**src/rtl/avalon_display_arbiter_if.sv**
```systemverilog
// Avalon-MM style bus bundle shared by the arbiter's two master-facing
// ports and its single slave-facing port.
interface avalon_display_arbiter_if #(
  parameter int ADDR_W = 4,
  parameter int DATA_W = 32
);
  logic [ADDR_W-1:0] address;
  logic              read;
  logic              write;
  logic [DATA_W-1:0] writedata;
  logic [DATA_W-1:0] readdata;
  logic              waitrequest;

  // The side that issues commands and receives responses.
  modport master (
    output address, read, write, writedata,
    input  readdata, waitrequest
  );

  // The side that accepts commands and returns responses.
  modport slave (
    input  address, read, write, writedata,
    output readdata, waitrequest
  );
endinterface

```
**src/rtl/avalon_display_arbiter.sv**
```systemverilog
// Two-master, one-slave Avalon-MM arbiter. Ties are resolved in favour of the
// master that was not served last, so continuous requesters alternate.
// A per-transfer stall counter aborts a transfer whose slave never releases
// waitrequest, returning a marker word and raising a sticky error flag.
module avalon_display_arbiter #(
  parameter int          ADDR_W  = 4,
  parameter int          DATA_W  = 32,
  parameter int unsigned TIMEOUT = 255
) (
  input  logic                     clk,
  input  logic                     reset_n,
  avalon_display_arbiter_if.slave  m0,
  avalon_display_arbiter_if.slave  m1,
  avalon_display_arbiter_if.master s,
  output logic                     timeout_err
);

  typedef enum logic [1:0] {
    IDLE   = 2'd0,
    GRANT0 = 2'd1,
    GRANT1 = 2'd2
  } state_t;

  localparam logic [31:0] TIMEOUT_WORD = 32'hDEADBEEF;

  state_t            state_q, state_d;
  logic              last_grant_q, last_grant_d;
  logic [7:0]        stall_q, stall_d;
  logic              set_timeout;

  logic              req0, req1;
  logic              g1;
  logic              g_req;
  logic              resp_wait;
  logic [DATA_W-1:0] resp_data;

  assign req0 = m0.read | m0.write;
  assign req1 = m1.read | m1.write;

  // State, fairness history, stall counter and sticky error register.
  always_ff @(posedge clk or negedge reset_n) begin
    if (!reset_n) begin
      state_q      <= IDLE;
      last_grant_q <= 1'b1;
      stall_q      <= 8'd0;
      timeout_err  <= 1'b0;
    end else begin
      state_q      <= state_d;
      last_grant_q <= last_grant_d;
      stall_q      <= stall_d;
      if (set_timeout) begin
        timeout_err <= 1'b1;
      end
    end
  end

  // Arbitration decision, slave command mux and per-master response routing.
  always_comb begin
    state_d       = state_q;
    last_grant_d  = last_grant_q;
    stall_d       = stall_q;
    set_timeout   = 1'b0;
    g1            = 1'b0;
    g_req         = 1'b0;
    resp_wait     = 1'b1;
    resp_data     = '0;
    s.address     = '0;
    s.read        = 1'b0;
    s.write       = 1'b0;
    s.writedata   = '0;
    m0.waitrequest = 1'b1;
    m1.waitrequest = 1'b1;
    m0.readdata   = '0;
    m1.readdata   = '0;

    case (state_q)
      IDLE: begin
        stall_d = 8'd0;
        if (req0 && req1) begin
          state_d = last_grant_q ? GRANT0 : GRANT1;
        end else if (req0) begin
          state_d = GRANT0;
        end else if (req1) begin
          state_d = GRANT1;
        end
      end

      GRANT0, GRANT1: begin
        g1          = (state_q == GRANT1);
        g_req       = g1 ? req1 : req0;
        s.address   = g1 ? m1.address   : m0.address;
        s.read      = g1 ? m1.read      : m0.read;
        s.write     = g1 ? m1.write     : m0.write;
        s.writedata = g1 ? m1.writedata : m0.writedata;
        resp_wait   = s.waitrequest;
        resp_data   = s.readdata;

        if (!g_req) begin
          // Master withdrew mid-grant: drop back without crediting a transfer.
          state_d = IDLE;
          stall_d = 8'd0;
        end else if (!s.waitrequest) begin
          state_d      = IDLE;
          last_grant_d = g1;
          stall_d      = 8'd0;
        end else if (stall_q == 8'(TIMEOUT)) begin
          resp_wait    = 1'b0;
          resp_data    = DATA_W'(TIMEOUT_WORD);
          s.read       = 1'b0;
          s.write      = 1'b0;
          set_timeout  = 1'b1;
          state_d      = IDLE;
          last_grant_d = g1;
          stall_d      = 8'd0;
        end else if (stall_q != 8'hFF) begin
          stall_d = stall_q + 8'd1;
        end

        if (g1) begin
          m1.waitrequest = resp_wait;
          m1.readdata    = resp_data;
        end else begin
          m0.waitrequest = resp_wait;
          m0.readdata    = resp_data;
        end
      end

      default: begin
        state_d = IDLE;
      end
    endcase

    // Outputs take their quiet values for as long as reset is held, without
    // waiting for the state register to be observed.
    if (!reset_n) begin
      s.read         = 1'b0;
      s.write        = 1'b0;
      m0.waitrequest = 1'b1;
      m1.waitrequest = 1'b1;
      m0.readdata    = '0;
      m1.readdata    = '0;
      set_timeout    = 1'b0;
    end
  end

endmodule

```
**src/flat_wrapper.sv**
```systemverilog
// flat-port wrapper written by rule: the top's interface ports become plain ports
module avalon_display_arbiter_flat 
#(
  parameter int          ADDR_W  = 4,
  parameter int          DATA_W  = 32,
  parameter int unsigned TIMEOUT = 255
)
  (clk, reset_n, timeout_err, m0_address, m0_read, m0_write, m0_writedata, m0_readdata, m0_waitrequest, m1_address, m1_read, m1_write, m1_writedata, m1_readdata, m1_waitrequest, s_address, s_read, s_write, s_writedata, s_readdata, s_waitrequest);
  avalon_display_arbiter_if #(.ADDR_W(ADDR_W), .DATA_W(DATA_W)) m0_i ();
  avalon_display_arbiter_if #(.ADDR_W(ADDR_W), .DATA_W(DATA_W)) m1_i ();
  avalon_display_arbiter_if #(.ADDR_W(ADDR_W), .DATA_W(DATA_W)) s_i ();
  input  logic clk;
  input  logic reset_n;
  output logic timeout_err;
  input wire logic [$bits(m0_i.address)-1:0] m0_address;
  input wire logic [$bits(m0_i.read)-1:0] m0_read;
  input wire logic [$bits(m0_i.write)-1:0] m0_write;
  input wire logic [$bits(m0_i.writedata)-1:0] m0_writedata;
  output wire logic [$bits(m0_i.readdata)-1:0] m0_readdata;
  output wire logic [$bits(m0_i.waitrequest)-1:0] m0_waitrequest;
  input wire logic [$bits(m1_i.address)-1:0] m1_address;
  input wire logic [$bits(m1_i.read)-1:0] m1_read;
  input wire logic [$bits(m1_i.write)-1:0] m1_write;
  input wire logic [$bits(m1_i.writedata)-1:0] m1_writedata;
  output wire logic [$bits(m1_i.readdata)-1:0] m1_readdata;
  output wire logic [$bits(m1_i.waitrequest)-1:0] m1_waitrequest;
  output wire logic [$bits(s_i.address)-1:0] s_address;
  output wire logic [$bits(s_i.read)-1:0] s_read;
  output wire logic [$bits(s_i.write)-1:0] s_write;
  output wire logic [$bits(s_i.writedata)-1:0] s_writedata;
  input wire logic [$bits(s_i.readdata)-1:0] s_readdata;
  input wire logic [$bits(s_i.waitrequest)-1:0] s_waitrequest;
  assign m0_i.address = m0_address;
  assign m0_i.read = m0_read;
  assign m0_i.write = m0_write;
  assign m0_i.writedata = m0_writedata;
  assign m0_readdata = m0_i.readdata;
  assign m0_waitrequest = m0_i.waitrequest;
  assign m1_i.address = m1_address;
  assign m1_i.read = m1_read;
  assign m1_i.write = m1_write;
  assign m1_i.writedata = m1_writedata;
  assign m1_readdata = m1_i.readdata;
  assign m1_waitrequest = m1_i.waitrequest;
  assign s_address = s_i.address;
  assign s_read = s_i.read;
  assign s_write = s_i.write;
  assign s_writedata = s_i.writedata;
  assign s_i.readdata = s_readdata;
  assign s_i.waitrequest = s_waitrequest;
  avalon_display_arbiter #(.ADDR_W(ADDR_W), .DATA_W(DATA_W), .TIMEOUT(TIMEOUT)) u_core (.clk(clk), .reset_n(reset_n), .m0(m0_i), .m1(m1_i), .s(s_i), .timeout_err(timeout_err));
endmodule
```
**config.mk**
```make
export PLATFORM = sky130hd
export DESIGN_NAME = avalon_display_arbiter_flat
export DESIGN_NICKNAME = d
export VERILOG_FILES = /design/src/rtl/avalon_display_arbiter_if.sv /design/src/rtl/avalon_display_arbiter.sv /design/src/flat_wrapper.sv
export SDC_FILE = /design/constraint.sdc
export NUM_CORES = 1
export LEC_CHECK = 0
export CAP_MARGIN = 10
export CORE_UTILIZATION = 29
export DETAILED_ROUTE_END_ITERATION = 8
export PLACE_DENSITY = 0.85
export SLEW_MARGIN = 20
export SYNTH_ARGS = -nofsm -noshare
export SYNTH_HDL_FRONTEND = slang
export SYNTH_SLANG_ARGS = --single-unit
```
**constraint.sdc**
```tcl
create_clock -name clk -period 2.35 [get_ports clk]
set_clock_uncertainty 0.15 [all_clocks]
set_input_delay 0.3525 -clock clk [delete_from_list [all_inputs] [get_ports clk]]
set_output_delay 0.3525 -clock clk [all_outputs]
set_load 0.01 [all_outputs]
```
==> impl_metrics.csv, run 1 <==
group,metric,value,unit
yosys,synth_top_area_cell,"mux2i_1",
place,portBuffers,215,
critical_path,cp_max_fo,7,
routing,routed_wl,11.18,mm
critical_path,crit_slowest_cell,"dfrtp_1",
clock_tree,cts_root_buffer,"clkbuf_8",
yosys,synthTopCellsByArea,"mux2i_1 20%, o21a_1 18%, dfrtp_1 14%",
floorplanning,fp.coreArea,6459,µm²
yosys,synth_top_area_frac,0.1985,
yosys,ys_top_cells_by_count,"47 x o21a_1, 39 x mux2i_1, 36 x nor2b_1, 19 x and3_1, 13 x clkbuf_1",
power,pwr-share-clk,0.054,
finish,multiInputGateArea,1738,µm²
sta,worstMarginPinSlew,0.3907,ns
run_status,violations,"DRC, setup timing",
power,power.density,843.5,nW/µm²
grt,grt_antenna_before_repair,1,
floorplanning,dieArea,7116,µm²
sta,worst_slack,-0.08146,ns
routing,routed_via_density,5.058,
sta,rsz0062_at_grt,"yes",
sta,clock.fmax,411.3,MHz
routing,antenna_left,0,
power,internal-power,0.002458,W
yosys,synth_ff_type,"dfrtp_1",
grt,grt_max_degree,33,
routing,vias,2984,
finish,syn_to_final_growth,151.7,%
clock_tree,cts-buffers-inserted,3,
yosys,avgSynthCellArea,7.963,µm²
clock_tree,clkTransAtPathRegs,0.05,ns
yosys,synth-compound-area-share,0.2468,
critical_path,critPathKind,"reg2out",
place,hpwl,7.302,mm
place,routabilityCongestion,0.9217,
routing,first_iter_violations,144,
yosys,yosysUniqueCellTypes,37,
yosys,synth_mux_area_frac,0.2042,
yosys,yosys_warnings,0,
critical_path,slowest_delay,0.36,ns
grt,grt_pass1_vias,2949,
grt,grt-ovfl-total,0,
flow_run,maxCapViolations,0,
yosys,async_flop_share,1.000,
yosys,synth_fp_nets,362,
finish,nFillCells,417,
floorplanning,fp-row-count,29,
clock_tree,htree_levels,1,
floorplanning,initial_core_util,0.3045,
yosys,synthSimpleGateAreaFrac,0.2716,
min_path,hold_class,"reg2reg",
power,leakage,2.325,nW
clock_tree,cts_tree,"built",
yosys,ys_ff_latch,12,
power,p_seq_frac,0.065,
yosys,synth_edf_count,0,
finish,post-route-util,0.7664,
floorplanning,die_y,84.36,µm
critical_path,worst_setup_path_start_kind,"flop",
routing,wl_per_cell,18.95,µm
grt,grt_pass1_wl,15.81,mm
yosys,synth_adder_area_share,0.02545,
critical_path,critPathCaptureType,"output port",
sta,final.period_utilization,1.035,
clock_tree,clk_path_buf_depth,2,
sta,finalHoldViolations,0,
sta,finalMaxSlewViolations,0,
yosys,synth_seq_area_share,0.1533,
critical_path,worstPathArrival,1.93,ns
clock_tree,insertion_delay,0.24,ns
sta,slew_headroom,0.7395,
power,ir_drop,0.5353,mV
power,swShare,0.4113,
critical_path,crit_chain,"inv_2, ha_4, buf_4, a21oi_2, and3_4, buf_4, buf_16, o21a_1, buf_2",
floorplanning,io_pins,216,
clock_tree,cts_hold_buf,0,
yosys,syn_inst,247,
finish,final_layout_size_suffix_gt1_frac,0.3945,
yosys,synth_xor_area_frac,0.01336,
clock_tree,clock_sinks,12,
sta,min_period,2.431,ns
critical_path,required,1.85,ns
yosys,synth_area,1967,µm²
sta,finalSetupViolCount,61,
critical_path,critPathBufInv,5,
yosys,synth_top_family_by_area,"simple AND/OR/NAND/NOR gates",
finish,fin_nets,628,
finish,seq_area,301.5,µm²
routing,drcViolationCount,15,
sta,holdWs,0.3243,ns
critical_path,cpMostUsedCell,"buf_4",
run_status,status,"complete, but fails checks",
yosys,synth.most_common_cell,"o21a_1",
critical_path,critPathTopFamily,"buffers and inverters",
routing,drtPass1Iterations,8,
grt,grt_usage,0.2803,
power,combPwrFrac,0.881,
floorplanning,die_w,84.36,µm
power,switchingPower,0.001717,W
cells by family (layout without fill, tap and decap cells):
group,count (synthesis),after routing
buf+inv,30,295
flops,12,12
fa+ha+maj,4,4
other cells,0,1
simple gates,89,89
compound gates,69,69
mux,40,40
xor+xnor,3,3
flip-flops by register name, indices dropped and copies added, names as in the netlist:
signal               flops
u_core.timeout_err       1
u_core.state_q           2
u_core.last_grant_q      1
u_core.stall_q           8
worst paths after layout:
kind / depth (start not counted) / end / startpoint / slack [ns]
setup reg to reg: 7 / u_core.stall_q[6]$_DFFE_PN0P_ / u_core.state_q[0]$_DFFE_PN0P_ / 0.11
min in group asynchronous: 2 / u_core.stall_q[4]$_DFFE_PN0P_ / reset_n / 0.43
setup / recovery: 9 / m1_readdata[18] / u_core.state_q[0]$_DFFE_PN0P_ / -0.08
hold / removal: 1 / u_core.timeout_err$_DFFE_PN0P_ / u_core.timeout_err$_DFFE_PN0P_ / 0.32
max in group asynchronous: 2 / u_core.last_grant_q$_DFFE_PN1P_ / reset_n / 1.38
hold reg to reg: 1 / u_core.timeout_err$_DFFE_PN0P_ / u_core.timeout_err$_DFFE_PN0P_ / 0.32
routing by layer:
layer / up-vias / routed length [µm] / GRT usage
met4: 0 / 238 / 0.07242
met1: 1400 / 4238 / 0.3152
met5: - / 0 / 0
li1: 1419 / - / -
met2: 144 / 5931 / 0.5298
met3: 21 / 773 / 0.06588
cell type report:
class,instances,area share
repair buffers,286,0.5531
flip-flops and latches,12,0.06092
multi-input cells,205,0.3511
inverters,5,0.003792
diodes,1,0.0005056
clock buffers,4,0.01112
well taps,77,0.01946
power groups by stage:
stage	registers [W]	logic (W)	clock network [W]
after floorplan	0.000271	0.00143	0
after global placement	0.000265	0.00297	0
after detailed placement	0.000266	0.00301	0
after CTS	0.000269	0.00324	0.000229
after global routing	0.000272	0.00388	0.000238
final	0.000270	0.00368	0.000227
cell usage in the layout, fill, tap and decap left out, types with 2 or more instances in the layout:
| master | netlist | routed |
|---|---|---|
| clkdlybuf4s50_1 | 0 | 108 |
| buf_16 | 0 | 8 |
| dlymetal6s2s_1 | 0 | 3 |
| nor2b_1 | 36 | 32 |
| and3_1 | 19 | 10 |
| o21ai_0 | 8 | 8 |
| and3_4 | 0 | 9 |
| nand3_2 | 0 | 2 |
| mux2i_2 | 0 | 4 |
| xnor2_1 | 2 | 2 |
| nand2_1 | 11 | 9 |
| nand3_1 | 5 | 3 |
| clkdlybuf4s15_1 | 0 | 7 |
| a21oi_1 | 7 | 6 |
| clkbuf_16 | 0 | 3 |
| inv_1 | 5 | 3 |
| clkbuf_8 | 0 | 4 |
| ha_4 | 0 | 2 |
| inv_2 | 0 | 2 |
| nor3_1 | 4 | 2 |
| o21a_1 | 47 | 47 |
| dfrtp_1 | 11 | 11 |
| buf_4 | 1 | 35 |
| buf_12 | 0 | 12 |
| nand2_2 | 0 | 2 |
| mux2i_4 | 0 | 7 |
| nor2b_2 | 0 | 4 |
| nor3_4 | 0 | 3 |
| buf_6 | 6 | 23 |
| mux2i_1 | 39 | 28 |
| nor2_4 | 1 | 2 |
| dlygate4sd2_1 | 0 | 15 |
| buf_2 | 5 | 60 |
| clkbuf_2 | 0 | 12 |
| ha_1 | 4 | 2 |
| nor2_1 | 5 | 3 |
metrics by stage:
step | cells | setup TNS [ns] | worst slack [ns] | area, µm² | total power, W
global placement | 550 | -27.32 | -0.5997 | 4417 | 0.003235
global route | 590 | -6.330 | -0.1405 | 4950 | 0.004386
detailed placement | 550 | -32.21 | -0.6153 | 4417 | 0.003273
finish | 590 | -1.829 | -0.08146 | 4950 | 0.004175
CTS | 579 | -3.050 | -0.1105 | 4700 | 0.003734
floorplan | 247 | 0 | 0.1574 | 1967 | 0.001700
what timing repair did:
item / CTS / global route
buffers inserted: 15 / 10
gates resized for setup: 360 / 79
endpoints found under the setup margin: 111 / 98
gates cloned: 10 / 4
pin swaps: 8 / 9
No activity file was read; power rests on OpenSTA's default activity.
==> inputs of run 2 (changes only) <==
- CORE_ASPECT_RATIO: not set -> 0.9
==> run 2 against run 1 <==
Net effect:
- the flow finishes with violations (setup timing)
- sequential power increased by 3%
- register-to-register slack improved by 0.04 ns
- core utilization decreased by 2.9 points
- final cell count increased by 0.68%
- die area about the same
- power decreased by 7.0%
==> impl_metrics.csv, run 2 (synthesis results as in run 1) <==
group,metric,value,unit
run_status,status,"complete, but fails checks",
run_status,violations,"setup timing",
power,internal-power,0.002271,W
sta,rsz0062_at_grt,"yes",
finish,insertedDiodeCount,0,
critical_path,reg2reg_setup_slack,0.15,ns
sta,clock.fmax,408.9,MHz
routing,first_iter_violations,121,
sta,worst_slack,-0.09549,ns
routing,antenna_left,0,
critical_path,required,1.85,ns
sta,finalHoldViolations,0,
routing,drcViolationCount,0,
power,switchingPower,0.001614,W
place,hpwl,7.240,mm
routing,routed_wl,11.06,mm
sta,slew_headroom,0.7873,
sta,min_period,2.445,ns
routing,wl_per_cell,18.62,µm
critical_path,cp_max_fo,7,
critical_path,rr_endpoint,"u_core.state_q[1]$_DFFE_PN0P_",
sta,final.period_utilization,1.041,
routing,routed_via_density,5.116,
place,routabilityCongestion,0.8061,
finish,layout_commonest_cell,"clkdlybuf4s50_1",
clock_tree,cts_root_buffer,"clkbuf_8",
finish,largest-register,"u_core.stall_q",
power,leakage,2.230,nW
power,swShare,0.4155,
finish,fin_nets,620,
finish,largest_reg_flops,8,
critical_path,worstPathArrival,1.94,ns
critical_path,r2r-start,"u_core.state_q[0]$_DFFE_PN0P_",
clock_tree,clock_sinks,12,
sta,finalMaxSlewViolations,0,
power,combPwrFrac,0.868,
finish,reg_top3,"u_core.stall_q (8), u_core.state_q (2)",
floorplanning,io_pins,216,
sta,finalSetupViolCount,40,
power,pwr-share-clk,0.060,
clock_tree,insertion_delay,0.25,ns
floorplanning,die_w,88.81,µm
clock_tree,htree_levels,1,
floorplanning,die_y,80.13,µm
power,ir_drop,0.5157,mV
critical_path,critPathKind,"reg2out",
grt,grt_max_degree,39,
grt,grt_antenna_before_repair,0,
flow_run,maxCapViolations,0,
clock_tree,cts_tree,"built",
min_path,hold_depth,1,
routing,vias,3039,
floorplanning,fp.coreArea,6551,µm²
grt,grt_pass1_wl,14.67,mm
sta,worstMarginPinSlew,0.3191,ns
clock_tree,clk_path_buf_depth,2,
power,p_seq_frac,0.072,
sta,holdWs,0.3667,ns
power,power.density,804.1,nW/µm²
grt,grt-ovfl-total,0,
min_path,min_to,"u_core.timeout_err$_DFFE_PN0P_",
clock_tree,clkTransAtPathRegs,0.06,ns
floorplanning,fp-row-count,28,
grt,grt_pass1_vias,2802,
finish,final_layout_size_suffix_gt1_frac,0.3988,
floorplanning,dieArea,7116,µm²
clock_tree,cts-buffers-inserted,3,
finish,post-route-util,0.7374,
critical_path,worst_setup_path_start_kind,"flop",
grt,grt_usage,0.2724,
critical_path,reg2reg_depth,7,
min_path,hold_start,"u_core.timeout_err$_DFFE_PN0P_",
min_path,hold_class,"reg2reg",
finish,layout_common_cells,"108 x clkdlybuf4s50_1, 56 x buf_2, 47 x o21a_1",
routing,drtPass1Iterations,5,
place,portBuffers,215,
critical_path,critPathCaptureType,"output port",
floorplanning,initial_core_util,0.3002,
finish,syn_to_final_growth,145.6,%
[run 2: final cells by class]
class	count	area, µm²
inverters	5	18.77
flip-flops and latches	12	302.8
repair buffers	278	2669
fillers	463	1720
well taps	90	112.6
clock buffers	4	55.05
multi-input cells	205	1673
[run 2: per-stage QoR]
stage | instance area [µm²] | total power [W] | std cells | setup slack (ns) | TNS (ns)
after floorplan | 1967 | 0.001700 | 247 | 0.1574 | 0
after global placement | 4348 | 0.003201 | 555 | -0.3925 | -23.86
after detailed placement | 4348 | 0.003252 | 555 | -0.4861 | -30.13
after CTS | 4592 | 0.003679 | 584 | -0.1096 | -1.994
after global routing | 4831 | 0.004113 | 594 | -0.1568 | -5.119
final | 4831 | 0.003885 | 594 | -0.09549 | -1.619
[run 2: worst max-delay path by stage]
stage | cells past startpoint | slack, ns | start | endpoint
after floorplan | 9 | 0.16 | u_core.state_q[0]$_DFFE_PN0P_ | s_read
after global placement | 7 | -0.39 | m1_write | m1_readdata[12]
after detailed placement | 7 | -0.49 | m1_write | m0_readdata[12]
after CTS | 8 | -0.11 | u_core.state_q[0]$_DFFE_PN0P_ | m0_readdata[3]
after global routing | 9 | -0.16 | u_core.state_q[0]$_DFFE_PN0P_ | m0_readdata[3]
final | 9 | -0.1 | u_core.state_q[0]$_DFFE_PN0P_ | m0_readdata[7]
[run 2: power by group through the flow]
stage | registers, W | logic, W | clock network (W)
finish | 0.000279 | 0.00337 | 0.000234
global route | 0.000284 | 0.00358 | 0.000252
CTS | 0.000278 | 0.00316 | 0.000239
detailed placement | 0.000273 | 0.00298 | 0
global placement | 0.000270 | 0.00293 | 0
floorplan | 0.000271 | 0.00143 | 0
[run 2: repair_timing]
item	in CTS	in global routing
setup buffers	13	9
hold buffers	0	0
pin swaps	7	18
cloned	12	6
endpoints found under the setup margin	104	90
gates resized for setup	378	86
[run 2: worst max-delay path: stages (launching register included)]
cell     delay, ns
dfrtp_1       0.38
inv_2         0.09
ha_4          0.18
nor3_4        0.05
a21oi_2       0.14
and3_4        0.33
buf_12        0.15
buf_16        0.11
o21a_1        0.12
buf_2         0.13
[run 2: metal layers]
metal | part of all wire | wire (µm) | vias up | track usage
li1 | - | - | 1398 | -
met1 | 0.40 | 4428 | 1486 | 0.3277
met2 | 0.50 | 5563 | 127 | 0.4677
met3 | 0.069 | 759 | 28 | 0.05858
met4 | 0.028 | 311 | 0 | 0.1081
met5 | 0 | 0 | - | 0
